`src/rtl/sdram_init_responder_pkg.sv`:
```
// Shared constants for the SDRAM initialisation responder: command encodings,
// responder states, violation codes and small decode/check helpers.
package sdram_init_responder_pkg;

  typedef enum logic [2:0] {
    RS_PWRUP   = 3'd0,
    RS_WAITPRE = 3'd1,
    RS_WAITREF = 3'd2,
    RS_READY   = 3'd3,
    RS_ERROR   = 3'd4
  } rs_state_e;

  typedef enum logic [2:0] {
    CK_NOP   = 3'd0,
    CK_PRE   = 3'd1,
    CK_REF   = 3'd2,
    CK_MRS   = 3'd3,
    CK_OTHER = 3'd4
  } cmd_kind_e;

  localparam logic [3:0] NOPC       = 4'b0111;
  localparam logic [3:0] PRECHAGE   = 4'b0010;
  localparam logic [3:0] AUTOREF    = 4'b0001;
  localparam logic [3:0] MODEREGSET = 4'b0000;

  localparam logic [2:0] E_NONE   = 3'd0;
  localparam logic [2:0] E_EARLY  = 3'd1;
  localparam logic [2:0] E_PREALL = 3'd2;
  localparam logic [2:0] E_SEQ    = 3'd3;
  localparam logic [2:0] E_TIMING = 3'd4;
  localparam logic [2:0] E_MODE   = 3'd5;

  function automatic int ceil_div(input int num, input int den);
    return (num + den - 1) / den;
  endfunction

  // CS_n high is a deselect and behaves exactly like a NOP.
  function automatic cmd_kind_e decode_cmd(input logic [3:0] cmd);
    cmd_kind_e kind;
    if (cmd[3]) begin
      kind = CK_NOP;
    end else begin
      case (cmd)
        NOPC:       kind = CK_NOP;
        PRECHAGE:   kind = CK_PRE;
        AUTOREF:    kind = CK_REF;
        MODEREGSET: kind = CK_MRS;
        default:    kind = CK_OTHER;
      endcase
    end
    return kind;
  endfunction

  function automatic logic mode_ok(input logic [12:0] mode);
    return (mode[12:10] == 3'd0) &&
           ((mode[6:4] == 3'd2) || (mode[6:4] == 3'd3)) &&
           (mode[2] == 1'b0);
  endfunction

endpackage

```
`src/rtl/sdram_init_responder_cyc_timer.sv`:
```
// Loadable 8-bit down-counter with a zero flag; holds at zero until reloaded.
module sdram_init_responder_cyc_timer (
  input  logic       i_clk,
  input  logic       i_rst,
  input  logic       i_load,
  input  logic [7:0] i_load_val,
  output logic [7:0] o_count,
  output logic       o_zero
);

  logic [7:0] r_count;

  // Load takes precedence over the decrement so back-to-back timed commands restart the window.
  always_ff @(posedge i_clk) begin
    if (i_rst) begin
      r_count <= 8'd0;
    end else if (i_load) begin
      r_count <= i_load_val;
    end else if (r_count != 8'd0) begin
      r_count <= r_count - 8'd1;
    end
  end

  assign o_count = r_count;
  assign o_zero  = (r_count == 8'd0);

endmodule

```
`src/rtl/sdram_init_responder.sv`:
```
// SDRAM power-up protocol checker: tracks the init sequence on the command bus,
// enforces inter-command timing, captures the mode word and reports the first violation.
module sdram_init_responder
  import sdram_init_responder_pkg::*;
#(
  parameter int SDRAMMHZ = 100,
  parameter int TPWRNS   = 200,
  parameter int TRPNS    = 20,
  parameter int TRFCNS   = 70,
  parameter int TMRDCYC  = 2,
  parameter int REFREQ   = 2
) (
  input  logic        i_clk,
  input  logic        i_rst,
  input  logic [3:0]  i_sdram_cmd,
  input  logic [12:0] i_sdram_mode,
  output logic        o_dev_ready,
  output logic [12:0] o_mode_reg,
  output logic [2:0]  o_cas_lat,
  output logic [2:0]  o_burst_len,
  output logic [3:0]  o_ref_cnt,
  output logic        o_err_valid,
  output logic [2:0]  o_err_code
);

  localparam int NSPRESEC = ceil_div(1000, SDRAMMHZ);
  localparam int CYCST    = ceil_div(TPWRNS, NSPRESEC);
  localparam int CYCRP    = ceil_div(TRPNS, NSPRESEC);
  localparam int CYCRFC   = ceil_div(TRFCNS, NSPRESEC);

  localparam logic [7:0] PWR_DONE = 8'(CYCST);
  localparam logic [7:0] PWR_LAST = 8'(CYCST - 1);
  localparam logic [7:0] LD_RP    = 8'(CYCRP - 1);
  localparam logic [7:0] LD_RFC   = 8'(CYCRFC - 1);
  localparam logic [7:0] LD_MRD   = 8'(TMRDCYC - 1);
  localparam logic [3:0] REF_REQ  = 4'(REFREQ);

  rs_state_e   r_state;
  logic [7:0]  r_pwr_cnt;
  logic [3:0]  r_ref_cnt;
  logic [12:0] r_mode_reg;
  logic        r_dev_ready;
  logic        r_err_valid;
  logic [2:0]  r_err_code;

  cmd_kind_e   w_kind;
  logic        w_a10;
  logic        w_mode_ok;
  logic        w_refs_done;
  logic [7:0]  w_tmr;
  logic        w_tmr_zero;
  logic        w_tmr_zero_next;
  logic        w_enter_ready;
  logic [2:0]  w_err;
  logic        w_load;
  logic [7:0]  w_load_val;

  assign w_kind      = decode_cmd(i_sdram_cmd);
  assign w_a10       = i_sdram_mode[10];
  assign w_mode_ok   = mode_ok(i_sdram_mode);
  assign w_refs_done = (r_ref_cnt >= REF_REQ);

  sdram_init_responder_cyc_timer u_tmr (
    .i_clk      (i_clk),
    .i_rst      (i_rst),
    .i_load     (w_load),
    .i_load_val (w_load_val),
    .o_count    (w_tmr),
    .o_zero     (w_tmr_zero)
  );

  // Classify the sampled command: violation code in priority order, or timer load if accepted.
  always_comb begin
    w_err      = E_NONE;
    w_load     = 1'b0;
    w_load_val = 8'd0;
    if ((w_kind == CK_NOP) || (r_state == RS_ERROR)) begin
      w_err = E_NONE;
    end else if (r_state == RS_PWRUP) begin
      w_err = E_EARLY;
    end else if (!w_tmr_zero) begin
      w_err = E_TIMING;
    end else begin
      case (r_state)
        RS_WAITPRE: begin
          if ((w_kind == CK_PRE) && w_a10) begin
            w_load     = 1'b1;
            w_load_val = LD_RP;
          end else if (w_kind == CK_PRE) begin
            w_err = E_PREALL;
          end else begin
            w_err = E_SEQ;
          end
        end
        RS_WAITREF: begin
          if (w_kind == CK_REF) begin
            w_load     = 1'b1;
            w_load_val = LD_RFC;
          end else if ((w_kind == CK_MRS) && w_refs_done && w_mode_ok) begin
            w_load     = 1'b1;
            w_load_val = LD_MRD;
          end else if ((w_kind == CK_MRS) && w_refs_done) begin
            w_err = E_MODE;
          end else begin
            w_err = E_SEQ;
          end
        end
        RS_READY: begin
          if ((w_kind == CK_PRE) && w_a10) begin
            w_load     = 1'b1;
            w_load_val = LD_RP;
          end else if (w_kind == CK_REF) begin
            w_load     = 1'b1;
            w_load_val = LD_RFC;
          end else if ((w_kind == CK_MRS) && w_mode_ok) begin
            w_load     = 1'b1;
            w_load_val = LD_MRD;
          end else if (w_kind == CK_MRS) begin
            w_err = E_MODE;
          end else begin
            w_err = E_NONE;
          end
        end
        default: w_err = E_NONE;
      endcase
    end
  end

  assign w_tmr_zero_next = w_load ? (w_load_val == 8'd0) : (w_tmr <= 8'd1);
  assign w_enter_ready   = (w_err == E_NONE) &&
                           ((r_state == RS_READY) ||
                            ((r_state == RS_WAITREF) && (w_kind == CK_MRS) && w_load));

  // Responder FSM; once a violation is seen everything freezes until reset.
  always_ff @(posedge i_clk) begin
    if (i_rst) begin
      r_state     <= RS_PWRUP;
      r_pwr_cnt   <= 8'd0;
      r_ref_cnt   <= 4'd0;
      r_mode_reg  <= 13'd0;
      r_dev_ready <= 1'b0;
      r_err_valid <= 1'b0;
      r_err_code  <= E_NONE;
    end else begin
      r_err_valid <= 1'b0;
      r_dev_ready <= w_enter_ready && w_tmr_zero_next;
      if (r_pwr_cnt != PWR_DONE) begin
        r_pwr_cnt <= r_pwr_cnt + 8'd1;
      end
      if (w_err != E_NONE) begin
        r_state     <= RS_ERROR;
        r_err_valid <= 1'b1;
        r_err_code  <= w_err;
      end else begin
        case (r_state)
          RS_PWRUP: begin
            if (r_pwr_cnt >= PWR_LAST) begin
              r_state <= RS_WAITPRE;
            end
          end
          RS_WAITPRE: begin
            if (w_load) begin
              r_state   <= RS_WAITREF;
              r_ref_cnt <= 4'd0;
            end
          end
          RS_WAITREF, RS_READY: begin
            if (w_load && (w_kind == CK_PRE)) begin
              r_state   <= RS_WAITREF;
              r_ref_cnt <= 4'd0;
            end else if (w_load && (w_kind == CK_REF)) begin
              if (r_ref_cnt != 4'hF) begin
                r_ref_cnt <= r_ref_cnt + 4'd1;
              end
            end else if (w_load && (w_kind == CK_MRS)) begin
              r_mode_reg <= i_sdram_mode;
              r_state    <= RS_READY;
            end
          end
          default: r_state <= r_state;
        endcase
      end
    end
  end

  assign o_dev_ready = r_dev_ready;
  assign o_mode_reg  = r_mode_reg;
  assign o_cas_lat   = r_mode_reg[6:4];
  assign o_burst_len = r_mode_reg[2:0];
  assign o_ref_cnt   = r_ref_cnt;
  assign o_err_valid = r_err_valid;
  assign o_err_code  = r_err_code;

endmodule

```
`config.mk`:
```
export PLATFORM = sky130hd
export DESIGN_NAME = sdram_init_responder
export DESIGN_NICKNAME = d
export VERILOG_FILES = /design/src/rtl/sdram_init_responder_pkg.sv /design/src/rtl/sdram_init_responder_cyc_timer.sv /design/src/rtl/sdram_init_responder.sv
export SDC_FILE = /design/constraint.sdc
export NUM_CORES = 1
export LEC_CHECK = 0
export BUFFER_PORTS_ARGS = -buffer_cell sky130_fd_sc_hd__buf_2
export CAP_MARGIN = 20
export CELL_PAD_IN_SITES_DETAIL_PLACEMENT = 2
export CELL_PAD_IN_SITES_GLOBAL_PLACEMENT = 2
export CORE_ASPECT_RATIO = 0.6
export CORE_UTILIZATION = 33
export CTS_CLUSTER_DIAMETER = 30
export DETAILED_ROUTE_END_ITERATION = 10
export GPL_TIMING_DRIVEN = 0
export PLACE_DENSITY_LB_ADDON = 0.1
export REMOVE_ABC_BUFFERS = 1
export SETUP_SLACK_MARGIN = 0.1
export SKIP_CTS_REPAIR_TIMING = 1
export SLEW_MARGIN = 10
export SYNTH_ARGS = -nofsm -noshare
export SYNTH_HDL_FRONTEND = slang
export SYNTH_SLANG_ARGS = --single-unit
```
`constraint.sdc`:
```
create_clock -name i_clk -period 2.5 [get_ports i_clk]
set_input_delay 0.75 -clock i_clk [delete_from_list [all_inputs] [get_ports i_clk]]
set_output_delay 0.75 -clock i_clk [all_outputs]
set_load 0.005 [all_outputs]
```
==> results of run 1 <==
==> placed cells by master (no fill, tap or decap), types with 7 or more instances in the layout <==
| cell | count |
|---|---|
| nand2_1 | 8 |
| nor3_1 | 14 |
| buf_2 | 46 |
| a311oi_1 | 7 |
| dfxtp_1 | 40 |
| nand3_1 | 11 |
| a31o_2 | 8 |
| nor2_1 | 15 |
| xor2_1 | 7 |
| a21oi_1 | 14 |
| inv_1 | 14 |
==> logic make-up after synthesis <==
logic type | count (synthesis) | synth area share (%)
adder cells (fa/ha/maj) | 6 | 3.31
multiplexers | 2 | 0.883
AO/OA/AOI/OAI | 57 | 20.7
AND/OR/NAND/NOR | 93 | 26.6
XOR/XNOR | 10 | 3.86
buffers and inverters | 32 | 8.44
flip-flops | 41 | 36.2
==> final timing paths <==
path / to / slack, ns
worst max-delay path: u_tmr.o_count[1] / 0.15
worst min-delay path: o_mode_reg[12] / 0.48
worst max register to register: u_tmr.o_count[1] / 0.19
worst min register to register: o_mode_reg[12] / 0.48
==> layer usage <==
layer  vias to the layer above  part of all wire, %  global-route usage (%)
met5                         -                    0                       0
met4                         0                 0.57                    3.55
met2                        35                   45                    30.2
li1                        979                    -                       -
met1                       994                   51                    27.0
met3                         7                  3.9                    5.52
==> worst reg2reg max path: stages (launching register included) <==
cell	delay, ns
dfxtp_4	0.37
inv_1	0.05
ha_1	0.19
or4_4	0.47
o211ai_4	0.26
o221a_4	0.29
buf_4	0.18
buf_4	0.12
o221ai_1	0.13
a21oi_1	0.18
==> where the power goes <==
| group | switching (W) | total (W) | internal, W |
|---|---|---|---|
| logic | 0.000307 | 0.000523 | 0.000216 |
| registers | 0.0000821 | 0.000788 | 0.000706 |
| clock network | 0.000284 | 0.000656 | 0.000372 |
==> through the flow <==
step,setup TNS [ns],instances,instance area (µm²)
floorplan,-0.0605,223,2130
global placement,-13.24,353,2460
detailed placement,-12.17,353,2460
CTS,-3.99,361,2610
global route,0,367,2750
finish,0,367,2750
==> area by class of cell <==
class	count	area (µm²)	share of cell area, %
multi-input cells	168	1350	49.0
clock buffers	5	125	4.55
well taps	84	105	3.82
inverters	14	52.6	1.91
flip-flops and latches	41	825	30.0
clock inverters	3	21.3	0.773
repair buffers	52	275	10.0
==> impl_metrics.ini, run 1 <==
[timing]
hold_ws_ns = 0.483
finalCritPeriodShare_pct = 94.0
fmax_ghz = 0.425
rsz0062_at_grt = false
max_slew.worst_pin.slew_ns = 0.707
finalHoldViolCount = 0
maxSlewViolCount = 0
finalSetupViolations = 0
slew_headroom_pct = 52.9
clock_skew_ns = 0.00534
fin_ws_ns = 0.149
period_needed_ns = 2.35

[power_and_ir_drop]
p_total_w = 0.00197
ir_drop_v = 0.000388
p_leak_nw = 1.08
powerDensity_nw_per_um2 = 715

[route]
via_count = 2015
viasPerCell = 5.49
first_pass_iters = 6
post_drt_wl_per_cell_um = 19.0
antenna_left = 0
drc = 0
drt_iter0_markers = 56
totalWireLength_um = 6960

[place]
place_congestion = 0.757
hpwl_um = 4730
numPortBuffers = 46
dp_worst_setup_slack_ns = -0.520

[critical_path]
worst_ep_arrival_time_ns = 2.49
cpMaxStageDelayCell = nor4_4
cp_max_fo = 8
cp-end-kind = flop
cp-startpoint = i_sdram_cmd[3]
r2r_start = o_ref_cnt[0]
worst_path_most_repeated_cell = buf_4
cp_slowest_stage_delay_ns = 0.43
start_kind = input port
cp_data_required_time_ns = 2.64
crit_family = compound AO/OA/AOI/OAI gates
cp_cell_sequence = buf_2, nor4_4, o211ai_4, o221a_4, buf_4, buf_4, o221ai_1, a21oi_1
critical_path_depth = 8
critical_path_class = input port to flop
reg2reg_depth = 9
cp_num_buf_inv = 3

[synth]
ys_seq_elements = 41
yosysUniqueCellTypes = 56
postSynthAreaPerCell_um2 = 9.41
synth_edf_count = 0
synth_top_area_cell = dfxtp_1
netlist_instances = 241
ys_top_cells_by_area = dfxtp_1, a31o_2, ha_1
yosysSeqAreaShare_pct = 36.2
ys.flop_type = dfxtp_1
yosysMostFrequentCell = dfxtp_1
synth_top_cell_area_share_pct = 36.2
async_reset_ff_share_pct = 0
netlist_area_um2 = 2270
synth_warnings = 0
synthTopCellsByCount = dfxtp_1, nor2_1, a21oi_1, inv_1, nor3_1

[floorplan]
initial_core_util_pct = 35.7
dieHeight_um = 66.2
fp.dieW_um = 109
rows = 22
die-area_um2 = 7220
core_area_um2 = 6360
io_pins = 47

[layout]
finish.utilization_pct = 43.3
fill_cells = 696
antenna_cells = 0
largest_register_ffs = 13
drive_gt1_share_pct = 33.2
nets = 307
syn2layout_area_growth_pct = 21.4

[cts]
clkLatencyLatePin_ns = 0.29
clock_sinks = 41
cts_tree = done
numCtsBuffers = 5
cts_root_buf = clkbuf_16
cts.clk_slew.worst_paths_ns = 0.07
clockBufferDepth = 2
ctsHtreeMaxLevel = 2

[min_path]
holdPathStages = 1
min_from = o_mode_reg[12]
min_path_type = flop to flop

[global_route]
gr-usage-all-layers_pct = 19.5
grt_remaining_overflow = 0
grt_pass1_vias = 2068
grt_max_degree = 36
antenna_found_initial = 0
grt_pass1_wl_um = 10800

[run]
cap_violations = 0

[status]
outcome = completed
(Power assumes the default switching activity.)
==> run 2, diff against run 1 <==
--- a/config.mk
+++ b/config.mk
@@ -10,13 +10,14 @@
 export CELL_PAD_IN_SITES_DETAIL_PLACEMENT = 2
 export CELL_PAD_IN_SITES_GLOBAL_PLACEMENT = 2
 export CORE_ASPECT_RATIO = 0.6
-export CORE_UTILIZATION = 33
+export CORE_UTILIZATION = 30
 export CTS_CLUSTER_DIAMETER = 30
 export DETAILED_ROUTE_END_ITERATION = 10
 export GPL_TIMING_DRIVEN = 0
 export PLACE_DENSITY_LB_ADDON = 0.1
+export RECOVER_POWER = 100
 export REMOVE_ABC_BUFFERS = 1
-export SETUP_SLACK_MARGIN = 0.1
+export SETUP_SLACK_MARGIN = 0.4
 export SKIP_CTS_REPAIR_TIMING = 1
 export SLEW_MARGIN = 10
 export SYNTH_ARGS = -nofsm -noshare
==> constraint.sdc (replaced) <==
create_clock -name i_clk -period 2.1 [get_ports i_clk]
set_input_delay 0.63 -clock i_clk [delete_from_list [all_inputs] [get_ports i_clk]]
set_output_delay 0.63 -clock i_clk [all_outputs]
set_load 0.005 [all_outputs]
==> run 2 against run 1 <==
  * The flow now finishes with violations (negative setup slack)
  * First-iteration DRC count is 110% higher
  * Via count is 7.6% higher
  * Sequential cell count stayed put
  * Die area is 9.7% higher
  * Routed wire length is 16% higher
  * Clock power is 41% higher
  * Register-to-register slack worse by 0.37 ns
  * Combinational power is 37% higher
  * Cell count is 12% higher
  * Setup slack worse by 0.33 ns
  * Count of clock-buffer cells in the layout is 2 higher
  * Non-clock buffer count is 22 higher
  * Critical endpoint is now o_err_code[1]
  * Largest power group unchanged
==> impl_metrics.ini, run 2 (same netlist as run 1, synthesis figures left out) <==
[floorplan]
die-area_um2 = 7920
initial_core_util_pct = 31.1
io_pins = 47
core_area_um2 = 7300
rows = 24
dieHeight_um = 69.3
fp.dieW_um = 114

[global_route]
grt_pass1_vias = 2058
gr-usage-all-layers_pct = 18.9
grt_pass1_wl_um = 11400
grt_remaining_overflow = 0
antenna_found_initial = 0
grt_max_degree = 36

[route]
post_drt_wl_per_cell_um = 19.7
first_pass_iters = 4
viasPerCell = 5.29
drc = 0
antenna_left = 0
via_count = 2168
drt_iter0_markers = 120
totalWireLength_um = 8060

[timing]
fin_ws_ns = -0.179
maxSlewViolCount = 0
clock_skew_ns = 0.00622
finalHoldViolCount = 0
rsz0062_at_grt = true
fmax_ghz = 0.439
finalCritPeriodShare_pct = 109
slew_headroom_pct = 23.6
max_slew.worst_pin.slew_ns = 1.15
finalSetupViolations = 27
period_needed_ns = 2.28

[min_path]
min_from = o_err_code[0]
hold_end = o_err_code[0]
holdPathStages = 2
min_path_type = flop to flop

[critical_path]
reg2reg_depth = 9
cpMaxStageDelayCell = or4_4
cp_max_fo = 6
cp_num_buf_inv = 3
cp-end-kind = flop
cp_slowest_stage_delay_ns = 0.53
worst_ep_arrival_time_ns = 2.41
critical_path_class = flop to flop
ff2ff_setup_slack_ns = -0.18
cp_cell_sequence = inv_2, ha_2, or4_4, buf_4, nand4_1, a22oi_2, o2111ai_4, buf_4, o32ai_2
cp_data_required_time_ns = 2.23
crit_family = simple AND/OR/NAND/NOR gates
start_kind = flop
worst_path_most_repeated_cell = buf_4
r2r_start = o_ref_cnt[0]
rr_endpoint = o_err_code[1]

[status]
violations = negative setup slack
outcome = finished, violations left

[place]
hpwl_um = 4990
numPortBuffers = 46
place_congestion = 0.738
dp_worst_setup_slack_ns = -0.944

[layout]
nets = 330
largest_register_ffs = 13
syn2layout_area_growth_pct = 42.2
final_common_cell = dfxtp_1
drive_gt1_share_pct = 48.0
antenna_cells = 0
final_cell_mix = dfxtp_1, buf_2, buf_4

[power_and_ir_drop]
p_total_w = 0.00258
p_leak_nw = 1.22
powerDensity_nw_per_um2 = 801
ir_drop_v = 0.000344

[cts]
cts_tree = done
cts_root_buf = clkbuf_16
numCtsBuffers = 5
ctsHtreeMaxLevel = 2
clock_sinks = 41
clockBufferDepth = 2
cts.clk_slew.worst_paths_ns = 0.06
clkLatencyLatePin_ns = 0.29

[run]
cap_violations = 0
-- run 2: cell count changes in the layout (fill, tap and decap cells not counted), sizes merged --
cell / delta
clkinvlp: -1
o221a: +1
inv: -1
clkinv: -1
buf: +14
clkbuf: +10
bufinv: +1
-- run 2: area by class of cell --
class	instances	area, µm²
timing repair buffer	74	474
multi-input combinational	169	1570
tap	104	130
fill	797	4070
clock buffer	7	143
clock inverter	1	30.0
inverter	14	52.6
sequential	41	826
-- run 2: per-layer routing --
layer  global-route usage (%)  part of all wire (%)
met5                        0                     0
met4                     4.76                  0.82
met3                     4.20                   4.2
met2                     27.0                    42
met1                     28.4                    53
-- run 2: tightest hold or removal path, delay by kind of cell (launching register included) --
kind	cells	cell delay (ns)
DFF	1	0.31
and+or+nand+nor	1	0.06
AOI/OAI and AO/OA	1	0.06
-- run 2: power by group --
part | total [W] | switching (W) | internal, W | leakage (nW)
registers | 0.000936 | 0.0000953 | 0.000841 | 0.334
logic | 0.000719 | 0.000415 | 0.000305 | 0.803
clock network | 0.000927 | 0.000332 | 0.000595 | 0.0841
-- run 2: how the worst max path moves through the flow --
stage                         startpoint  cells past startpoint             to
final                       o_ref_cnt[0]                      9  o_err_code[1]
after floorplan           i_sdram_cmd[0]                      5     r_state[0]
after CTS                 i_sdram_cmd[0]                      6  o_mode_reg[1]
after detailed placement  i_sdram_cmd[0]                      6  o_mode_reg[3]
after global routing        o_ref_cnt[0]                      9  o_err_code[1]
after global placement    i_sdram_cmd[0]                      6  o_mode_reg[3]
-- run 2: through the flow --
step	TNS [ns]	util, %	cell area (µm²)	hold slack (ns)	cells
finish	-2.39	44.2	3220	0.479	410
global route	-4.27	44.2	3220	0.499	410
CTS	-17.34	36.5	2660	0.474	381
detailed placement	-25.54	34.1	2490	0.465	373
global placement	-25.54	34.1	2490	0.460	373
floorplan	-3.27	-	2130	0.453	223
==> run 3, diff against run 2 <==
--- a/config.mk
+++ b/config.mk
@@ -17,7 +17,7 @@
 export PLACE_DENSITY_LB_ADDON = 0.1
 export RECOVER_POWER = 100
 export REMOVE_ABC_BUFFERS = 1
-export SETUP_SLACK_MARGIN = 0.4
+export SETUP_SLACK_MARGIN = 0.05
 export SKIP_CTS_REPAIR_TIMING = 1
 export SLEW_MARGIN = 10
 export SYNTH_ARGS = -nofsm -noshare
==> run 3 against run 2 <==
  * The flow still finishes with violations (negative setup slack)
  * Critical path depth stayed put
  * Count of clock-buffer cells in the layout is the same
  * First-iteration DRC count is 13% lower
  * Total power is 0.11% higher
  * Setup slack better by 0.0084 ns
  * Via count rose by 0.78%
==> impl_metrics.ini, run 3 (same netlist as run 1, synthesis figures left out) <==
[status]
outcome = finished, violations left
violations = negative setup slack

[min_path]
min_path_type = flop to flop

[route]
drt_iter0_markers = 104
viasPerCell = 5.34
post_drt_wl_per_cell_um = 19.7
via_count = 2185
drc = 0
first_pass_iters = 4
antenna_left = 0
totalWireLength_um = 8040

[layout]
fill_cells = 797
final_common_cell = dfxtp_1
nets = 329
finish.utilization_pct = 44.0
syn2layout_area_growth_pct = 41.7
antenna_cells = 0
largest_register_ffs = 13
final_cell_mix = dfxtp_1, buf_2, buf_4
design_area_um2 = 3210
drive_gt1_share_pct = 47.9

[global_route]
grt-busiest-layer = met1
gr-usage-all-layers_pct = 18.9
grt_pass1_vias = 2058
grt_pass1_wl_um = 11400
met3_usage_pct = 4.20
gr-usage-met1_pct = 28.4
grt_max_degree = 36
grtUsageMet2_pct = 27.0
grt_remaining_overflow = 0
antenna_found_initial = 0

[timing]
rsz0062_at_grt = true
fin_ws_ns = -0.170
slew_headroom_pct = 24.6
finalHoldViolCount = 0
max_slew.worst_pin.slew_ns = 1.13
period_needed_ns = 2.27
finalSetupViolations = 27
fmax_ghz = 0.440
maxSlewViolCount = 0
clock_skew_ns = 0.00510
finalCritPeriodShare_pct = 108
tns_ns = -2.25

[cts]
cts_root_buf = clkbuf_16
clockBufferDepth = 2
clkLatencyLatePin_ns = 0.29
cts.clk_slew.worst_paths_ns = 0.06
clock_sinks = 41
cts_tree = done
ctsHtreeMaxLevel = 2
numCtsBuffers = 5

[critical_path]
start_kind = flop
worst_ep_arrival_time_ns = 2.40
cp-end-kind = flop
cp_max_fo = 6
cp_data_required_time_ns = 2.23
critical_path_class = flop to flop

[floorplan]
dieHeight_um = 69.3
die-area_um2 = 7920
io_pins = 47
core_area_um2 = 7300
initial_core_util_pct = 31.1
fp.dieW_um = 114
rows = 24

[power_and_ir_drop]
ir_drop_v = 0.000343
p_leak_nw = 1.22
powerDensity_nw_per_um2 = 805

[place]
dp_worst_setup_slack_ns = -0.944
placed_cell_area_um2 = 2490
hpwl_um = 4990
numPortBuffers = 46
place_congestion = 0.738

[run]
cap_violations = 0
==> run 3: power by group <==
part	internal [W]	switching, W
Clock	0.000595	0.000332
Combinational	0.000305	0.000418
Sequential	0.000841	0.0000949
==> run 3: cell type report <==
class                   count  area, µm²  share of cell area, %
well taps                 104        130                   4.05
inverters                  14       52.6                   1.64
repair buffers             73        463                   14.4
flip-flops and latches     41        826                   25.7
multi-input cells         169       1570                   48.8
clock inverters             1       30.0                  0.935
clock buffers               7        143                   4.44
==> run 3: per-stage QoR <==
step / total power (W) / cells / hold WS [ns]
6_report: 0.00259 / 409 / 0.479
5_1_grt: 0.00272 / 409 / 0.499
4_1_cts: 0.00245 / 381 / 0.474
3_5_place_dp: 0.00152 / 373 / 0.465
3_3_place_gp: 0.00149 / 373 / 0.460
2_1_floorplan: 0.00133 / 223 / 0.453
==> run 3: path summary, 6_finish.rpt <==
path / start / endpoint / slack (ns) / cells after the start
min reg2reg: o_err_code[0] / o_err_code[0] / 0.48 / 2
max: o_ref_cnt[0] / o_err_code[1] / -0.17 / 9
max reg2reg: o_ref_cnt[0] / o_err_code[1] / -0.17 / 9
min: o_err_code[0] / o_err_code[0] / 0.48 / 2
==> run 3: worst max-delay path, cell delays in order (launching register included) <==
cell and delay (ns):
dfxtp_4 0.37, inv_2 0.04, ha_2 0.16, or4_4 0.53
buf_4 0.17, nand4_1 0.11, a22oi_2 0.11, o2111ai_4 0.38
buf_4 0.19, o32ai_2 0.06
==> run 3: layer usage <==
metal	wire [µm]	vias up
met4	63	0
li1	-	1033
met1	4250	1091
met5	0	-
met2	3380	54
met3	349	7
